$ cat src/rtl/inst_cache_if_pkg.sv
// Shared types and helpers for the instruction cache front end.
// Optional feature macro used by this slice: ICACHE_PERF_EN (hit/miss counters).
package inst_cache_if_pkg;

  localparam int ICACHE_DATA_W = 32;

  typedef enum logic {
    ICACHE_IDLE = 1'b0,
    ICACHE_REQ  = 1'b1
  } icache_state_t;

  // Increment that sticks at all-ones instead of wrapping.
  function automatic logic [31:0] sat_inc32(input logic [31:0] v);
    return (v == 32'hFFFF_FFFF) ? v : v + 32'd1;
  endfunction

endpackage

$ cat src/rtl/inst_cache_if_line_store.sv
// Tag/data/valid storage: asynchronous read, synchronous write, flush-all.
// Only the valid bits are reset; flush wins over a same-cycle write.
module icache_line_store
  import inst_cache_if_pkg::*;
#(
  parameter int NUM_LINES = 16,
  parameter int IDX_W     = 4,
  parameter int TAG_W     = 26,
  parameter int DATA_W    = ICACHE_DATA_W
) (
  input  logic              clk,
  input  logic              rst,
  input  logic [IDX_W-1:0]  i_rd_idx,
  output logic              o_rd_valid,
  output logic [TAG_W-1:0]  o_rd_tag,
  output logic [DATA_W-1:0] o_rd_data,
  input  logic              i_wr_en,
  input  logic [IDX_W-1:0]  i_wr_idx,
  input  logic [TAG_W-1:0]  i_wr_tag,
  input  logic [DATA_W-1:0] i_wr_data,
  input  logic              i_flush
);

  logic [NUM_LINES-1:0] r_valid;
  logic [TAG_W-1:0]     r_tag  [NUM_LINES];
  logic [DATA_W-1:0]    r_data [NUM_LINES];

  // Valid bits: cleared by reset or flush, set by a fill write.
  always_ff @(posedge clk or posedge rst) begin
    if (rst)          r_valid <= '0;
    else if (i_flush) r_valid <= '0;
    else if (i_wr_en) r_valid[i_wr_idx] <= 1'b1;
  end

  // Tag and data arrays carry no reset.
  always_ff @(posedge clk) begin
    if (i_wr_en) begin
      r_tag[i_wr_idx]  <= i_wr_tag;
      r_data[i_wr_idx] <= i_wr_data;
    end
  end

  assign o_rd_valid = r_valid[i_rd_idx];
  assign o_rd_tag   = r_tag[i_rd_idx];
  assign o_rd_data  = r_data[i_rd_idx];

endmodule

$ cat src/rtl/inst_cache_if.sv
// Direct-mapped, one-word-per-line instruction cache for the core fetch port.
// Hits answer in the fetch cycle; misses stall and run a single req/ack fill.
// Define ICACHE_PERF_EN to add saturating hit/miss counters and their ports.
module inst_cache_if
  import inst_cache_if_pkg::*;
#(
  parameter int NUM_LINES = 16,
  parameter int ADDR_W    = 32
) (
  input  logic              clk,
  input  logic              rst,
  input  logic              rom_ce_i,
  input  logic [ADDR_W-1:0] rom_addr_i,
  output logic [31:0]       rom_data_o,
  output logic              stallreq_o,
  input  logic              flush_i,
  output logic              mem_req_o,
  output logic [ADDR_W-1:0] mem_addr_o,
  input  logic              mem_ack_i,
  input  logic [31:0]       mem_rdata_i
`ifdef ICACHE_PERF_EN
  ,
  output logic [31:0]       hit_cnt_o,
  output logic [31:0]       miss_cnt_o
`endif
);

  localparam int IDX_W = $clog2(NUM_LINES);
  localparam int TAG_W = ADDR_W - IDX_W - 2;

  icache_state_t     r_state, w_state_nxt;
  logic [ADDR_W-1:0] r_mem_addr;
  logic              w_fill_start, w_fill_done;

  logic [IDX_W-1:0]  w_idx;
  logic [TAG_W-1:0]  w_tag;
  logic              w_rd_valid;
  logic [TAG_W-1:0]  w_rd_tag;
  logic [31:0]       w_rd_data;
  logic              w_hit, w_miss;

  assign w_idx = rom_addr_i[IDX_W+1:2];
  assign w_tag = rom_addr_i[ADDR_W-1:IDX_W+2];

  icache_line_store #(
    .NUM_LINES (NUM_LINES),
    .IDX_W     (IDX_W),
    .TAG_W     (TAG_W),
    .DATA_W    (32)
  ) u_store (
    .clk        (clk),
    .rst        (rst),
    .i_rd_idx   (w_idx),
    .o_rd_valid (w_rd_valid),
    .o_rd_tag   (w_rd_tag),
    .o_rd_data  (w_rd_data),
    .i_wr_en    (w_fill_done),
    .i_wr_idx   (r_mem_addr[IDX_W+1:2]),
    .i_wr_tag   (r_mem_addr[ADDR_W-1:IDX_W+2]),
    .i_wr_data  (mem_rdata_i),
    .i_flush    (flush_i)
  );

  assign w_hit      = w_rd_valid && (w_rd_tag == w_tag);
  assign w_miss     = rom_ce_i && !w_hit;
  assign stallreq_o = w_miss;
  assign rom_data_o = (rom_ce_i && w_hit) ? w_rd_data : 32'd0;

  // mem_req_o is decoded from state so reset drops it without waiting for a clock.
  assign mem_req_o  = (r_state == ICACHE_REQ);
  assign mem_addr_o = r_mem_addr;

  // State register and fill address latch.
  always_ff @(posedge clk or posedge rst) begin
    if (rst) begin
      r_state    <= ICACHE_IDLE;
      r_mem_addr <= '0;
    end else begin
      r_state <= w_state_nxt;
      if (w_fill_start)
        r_mem_addr <= rom_addr_i & {{(ADDR_W-2){1'b1}}, 2'b00};
    end
  end

  // Next state: start a fill on a miss in IDLE, finish it on ack in REQ.
  always_comb begin
    w_state_nxt  = r_state;
    w_fill_start = 1'b0;
    w_fill_done  = 1'b0;
    case (r_state)
      ICACHE_IDLE: begin
        if (w_miss) begin
          w_state_nxt  = ICACHE_REQ;
          w_fill_start = 1'b1;
        end
      end
      ICACHE_REQ: begin
        if (mem_ack_i) begin
          w_state_nxt = ICACHE_IDLE;
          w_fill_done = 1'b1;
        end
      end
      default: w_state_nxt = ICACHE_IDLE;
    endcase
  end

`ifdef ICACHE_PERF_EN
  logic [31:0] r_hit_cnt, r_miss_cnt;

  // Saturating performance counters; a hit in a flush cycle is not counted.
  always_ff @(posedge clk or posedge rst) begin
    if (rst) begin
      r_hit_cnt  <= '0;
      r_miss_cnt <= '0;
    end else begin
      if (rom_ce_i && w_hit && !flush_i) r_hit_cnt  <= sat_inc32(r_hit_cnt);
      if (w_fill_start)                  r_miss_cnt <= sat_inc32(r_miss_cnt);
    end
  end

  assign hit_cnt_o  = r_hit_cnt;
  assign miss_cnt_o = r_miss_cnt;
`endif

endmodule

$ cat config.mk
export PLATFORM = sky130hd
export DESIGN_NAME = inst_cache_if
export DESIGN_NICKNAME = d
export VERILOG_FILES = /design/src/rtl/inst_cache_if_pkg.sv /design/src/rtl/inst_cache_if_line_store.sv /design/src/rtl/inst_cache_if.sv
export SDC_FILE = /design/constraint.sdc
export NUM_CORES = 1
export LEC_CHECK = 0
export ABC_AREA = 1
export ABC_CLOCK_PERIOD_IN_PS = 5900
export CAP_MARGIN = 40
export CORE_ASPECT_RATIO = 0.9
export CORE_MARGIN = 10
export CORE_UTILIZATION = 52
export CTS_CLUSTER_DIAMETER = 200
export DETAILED_ROUTE_END_ITERATION = 10
export MAX_ROUTING_LAYER = met4
export PLACE_DENSITY_LB_ADDON = 0.12
export SYNTH_ARGS = -nofsm -noshare
export SYNTH_HDL_FRONTEND = slang
export SYNTH_SLANG_ARGS = --single-unit
$ cat constraint.sdc
create_clock -name clk -period 5.9 [get_ports clk]
set_input_delay 1.77 -clock clk [delete_from_list [all_inputs] [get_ports clk]]
set_output_delay 1.77 -clock clk [all_outputs]
set_load 0.005 [all_outputs]
==> flow_metrics.env <==
export IMPL_track_usage=0.255
export IMPL_first_pass_iters=5
export IMPL_synth_edf_count=928
export IMPL_layout_drive_gt1_share=0.141
export IMPL_die_h_um=281
export IMPL_critPathLaunchType="input port"
export IMPL_io_pins=135
export IMPL_drc=0
export IMPL_wire_per_inst_um=24.3
export IMPL_placed_cells=4300
export IMPL_place_congestion=0.808
export IMPL_reg2reg_from="u_store.r_tag[15][2]"
export IMPL_cts_inserted_buffers=96
export IMPL_endpoint_kind="output port"
export IMPL_finalCritPeriodShare=1.03
export IMPL_hold_viol_final=0
export IMPL_ys_async_sr_fraction=0.0482
export IMPL_min_delay_path_class="reg -> reg"
export IMPL_critical_path_max_fanout=16
export IMPL_placed_area_sq_um=43000
export IMPL_fin_skew_ns=0.0165
export IMPL_ys_warn_count=0
export IMPL_cp_arrival_ns=4.34
export IMPL_tightest_slew_ns=0.898
export IMPL_vias=26800
export IMPL_synth_yosys_seq_area_share=0.736
export IMPL_fin_cells=4524
export IMPL_cts_tree="done"
export IMPL_ys_ff_latch=975
export IMPL_wirelength_um=110000
export IMPL_grt_pass1_vias=25900
export IMPL_maxCapViolations=0
export IMPL_routed_via_density=5.91
export IMPL_path_clk_slew_ns=0.06
export IMPL_area_growth_pct=20.3
export IMPL_synthDistinctLibCells=29
export IMPL_slew_headroom=0.400
export IMPL_p_leak_nw=17.4
export IMPL_antenna_found_initial=7
export IMPL_rows=95
export IMPL_p_per_area_nw_per_um2=322
export IMPL_route_antenna_remaining_nets=0
export IMPL_clock_sinks=975
export IMPL_grt_overflow=0
export IMPL_crit_start="rom_addr_i[2]"
export IMPL_finalNetCount=3534
export IMPL_cts_hold_buf=0
export IMPL_grt_pass1_wl_um=162000
export IMPL_syn_avg_cell_area_sq_um=12.1
export IMPL_syn_inst=3253
export IMPL_root_buffer="clkbuf_16"
export IMPL_htreeDepth=3
export IMPL_initial_core_util=0.527
export IMPL_cts_buffer_depth=3
export IMPL_worstSkewPairLatency_ns=0.67
export IMPL_fmax_mhz=164
export IMPL_dp_hpwl_um=56500
export IMPL_fin_crit_ns=6.11
export IMPL_die_w_um=310
export IMPL_drt_iter0_markers=2844
export IMPL_slew_viol_final=0
export IMPL_final_setup_viol_count=32
export IMPL_design_area_sq_um=47400
export IMPL_synth_top_flop_cell="edfxtp_1"
export IMPL_worstHoldStart="u_store.r_valid[14]"
export IMPL_critPathRequiredTime_ns=4.13
export IMPL_grt_max_degree=174
export IMPL_port_buffers=130
export IMPL_die_area_sq_um=87300
export IMPL_core_sq_um=74900
export IMPL_syn_area_sq_um=39400
export IMPL_status="finished with violations"
export IMPL_critical_path_class="in -> out"
export IMPL_rsz0062_at_grt="true"
export IMPL_peakVddDrop_mv=0.243
export IMPL_worst_slack_ns=-0.205
export IMPL_violations="negative setup slack"
[layout make-up]
cell class / instances / area, sq um
clock inverters: 48 / 382
fillers: 5571 / 27400
repair inverters: 1 / 8.76
well taps: 970 / 1210
inverters: 203 / 808
repair buffers: 326 / 3950
multi-input cells: 1862 / 9370
diodes: 7 / 17.5
flip-flops and latches: 975 / 29000
clock buffers: 132 / 2650
[kinds of logic (layout without fill, tap and decap cells)]
family	Yosys count	after routing	synth area share
buffers and inverters	417	710	0.0427
AND/OR/NAND/NOR	1290	1290	0.134
AO/OA/AOI/OAI	570	570	0.0872
flip-flops	975	975	0.736
other	1	9	0.0000951
[flip-flops by register name, summed over array words and instances (netlist names)]
| register | flops |
|---|---|
| u_store.r_data | 512 |
| mem_addr_o | 30 |
| u_store.r_valid | 16 |
| mem_req_o | 1 |
| u_store.r_tag | 416 |
[stage by stage]
step | setup TNS, ns | util | setup slack (ns) | hold slack, ns | total power [mW]
final | -4.58 | 0.634 | -0.205 | 0.506 | 15.3
after global routing | -8.50 | 0.634 | -0.332 | 0.512 | 15.8
after CTS | -0.682 | 0.627 | -0.0965 | 0.506 | 15.3
after detailed placement | -12.02 | 0.575 | -0.492 | 0.493 | 9.42
after global placement | -11.55 | 0.574 | -0.478 | 0.480 | 9.38
after floorplan | 0 | - | 0.649 | 0.466 | 8.79
[cells in the mapped netlist (10+ instances only)]
master,instances,area (sq um)
inv_1,202,758
nor2_1,161,604
edfxtp_1,928,27900
buf_1,52,195
dfrtp_1,47,1180
nand2_1,831,3120
buf_2,62,310
a221oi_1,111,972
o211ai_1,26,195
buf_4,11,82.6
o31ai_1,10,75.1
clkbuf_1,89,334
a21oi_1,271,1360
nand3_1,257,1290
nand4_1,30,188
o21ai_1,15,75.1
o21ai_0,112,561
[timing repair]
| item | 4_1_cts | 5_1_grt |
|---|---|---|
| buffers inserted | 16 | 8 |
| hold endpoints to repair | 0 | 0 |
| gates resized for setup | 241 | 91 |
| setup endpoints to repair | 33 | 33 |
| pin swaps | 31 | 24 |
| gates cloned | 15 | 4 |
[cell usage in the layout (no fill, tap or decap), drive strengths merged, types with 2 or more instances in the layout]
cell           count
a21oi            271
a221oi           111
a31oi              8
a32oi              3
buf              224
bufbuf             3
bufinv             4
clkbuf           138
clkdlybuf4s50     93
clkinv            42
conb               2
dfrtp             47
diode              7
edfxtp           928
inv              205
nand2            831
nand3            257
nand3b             6
nand4             30
nor2             162
nor3               4
o211ai            26
o21ai            127
o21ba              8
o221ai             3
o31ai             10
[worst max-delay path: stages]
cell	delay (ns)
buf_16	0.15
clkinv_16	0.11
buf_4	0.15
buf_6	0.15
o21ai_0	0.28
nand3_1	0.14
nand3_2	0.11
nand3b_1	0.09
nand2_2	0.10
nand2_1	0.07
nor2_2	0.11
nand2_2	0.09
nor2_4	0.12
nand3_4	0.18
buf_16	0.20
buf_12	0.14
clkbuf_16	0.16
nor2_4	0.07
buf_2	0.11
[per-layer routing]
metal  track usage  up-vias  wire [um]
met4        0.0707        0       2500
met5             -        -          0
met2         0.397     1153      52300
li1              -    12100          -
met1         0.348    13300      46700
met3        0.0399      196       8350
[path summary, 6_finish.rpt]
| check | slack [ns] | endpoint | cells after the start |
|---|---|---|---|
| worst max register to register | 3.01 | mem_addr_o[8] | 17 |
| max in group asynchronous | 3.74 | u_store.r_valid[11] | 3 |
| worst max-delay path | -0.21 | rom_data_o[21] | 19 |
| worst min-delay path | 0.51 | u_store.r_valid[14] | 1 |
| worst min register to register | 0.51 | u_store.r_valid[14] | 1 |
| min in group asynchronous | 1.64 | mem_addr_o[21] | 3 |
[power by group]
group          switching (mW)  internal, mW
Combinational           0.804         0.462
Sequential              0.214          7.92
Clock                    2.56          3.33
No activity file was read; power rests on OpenSTA's default activity.
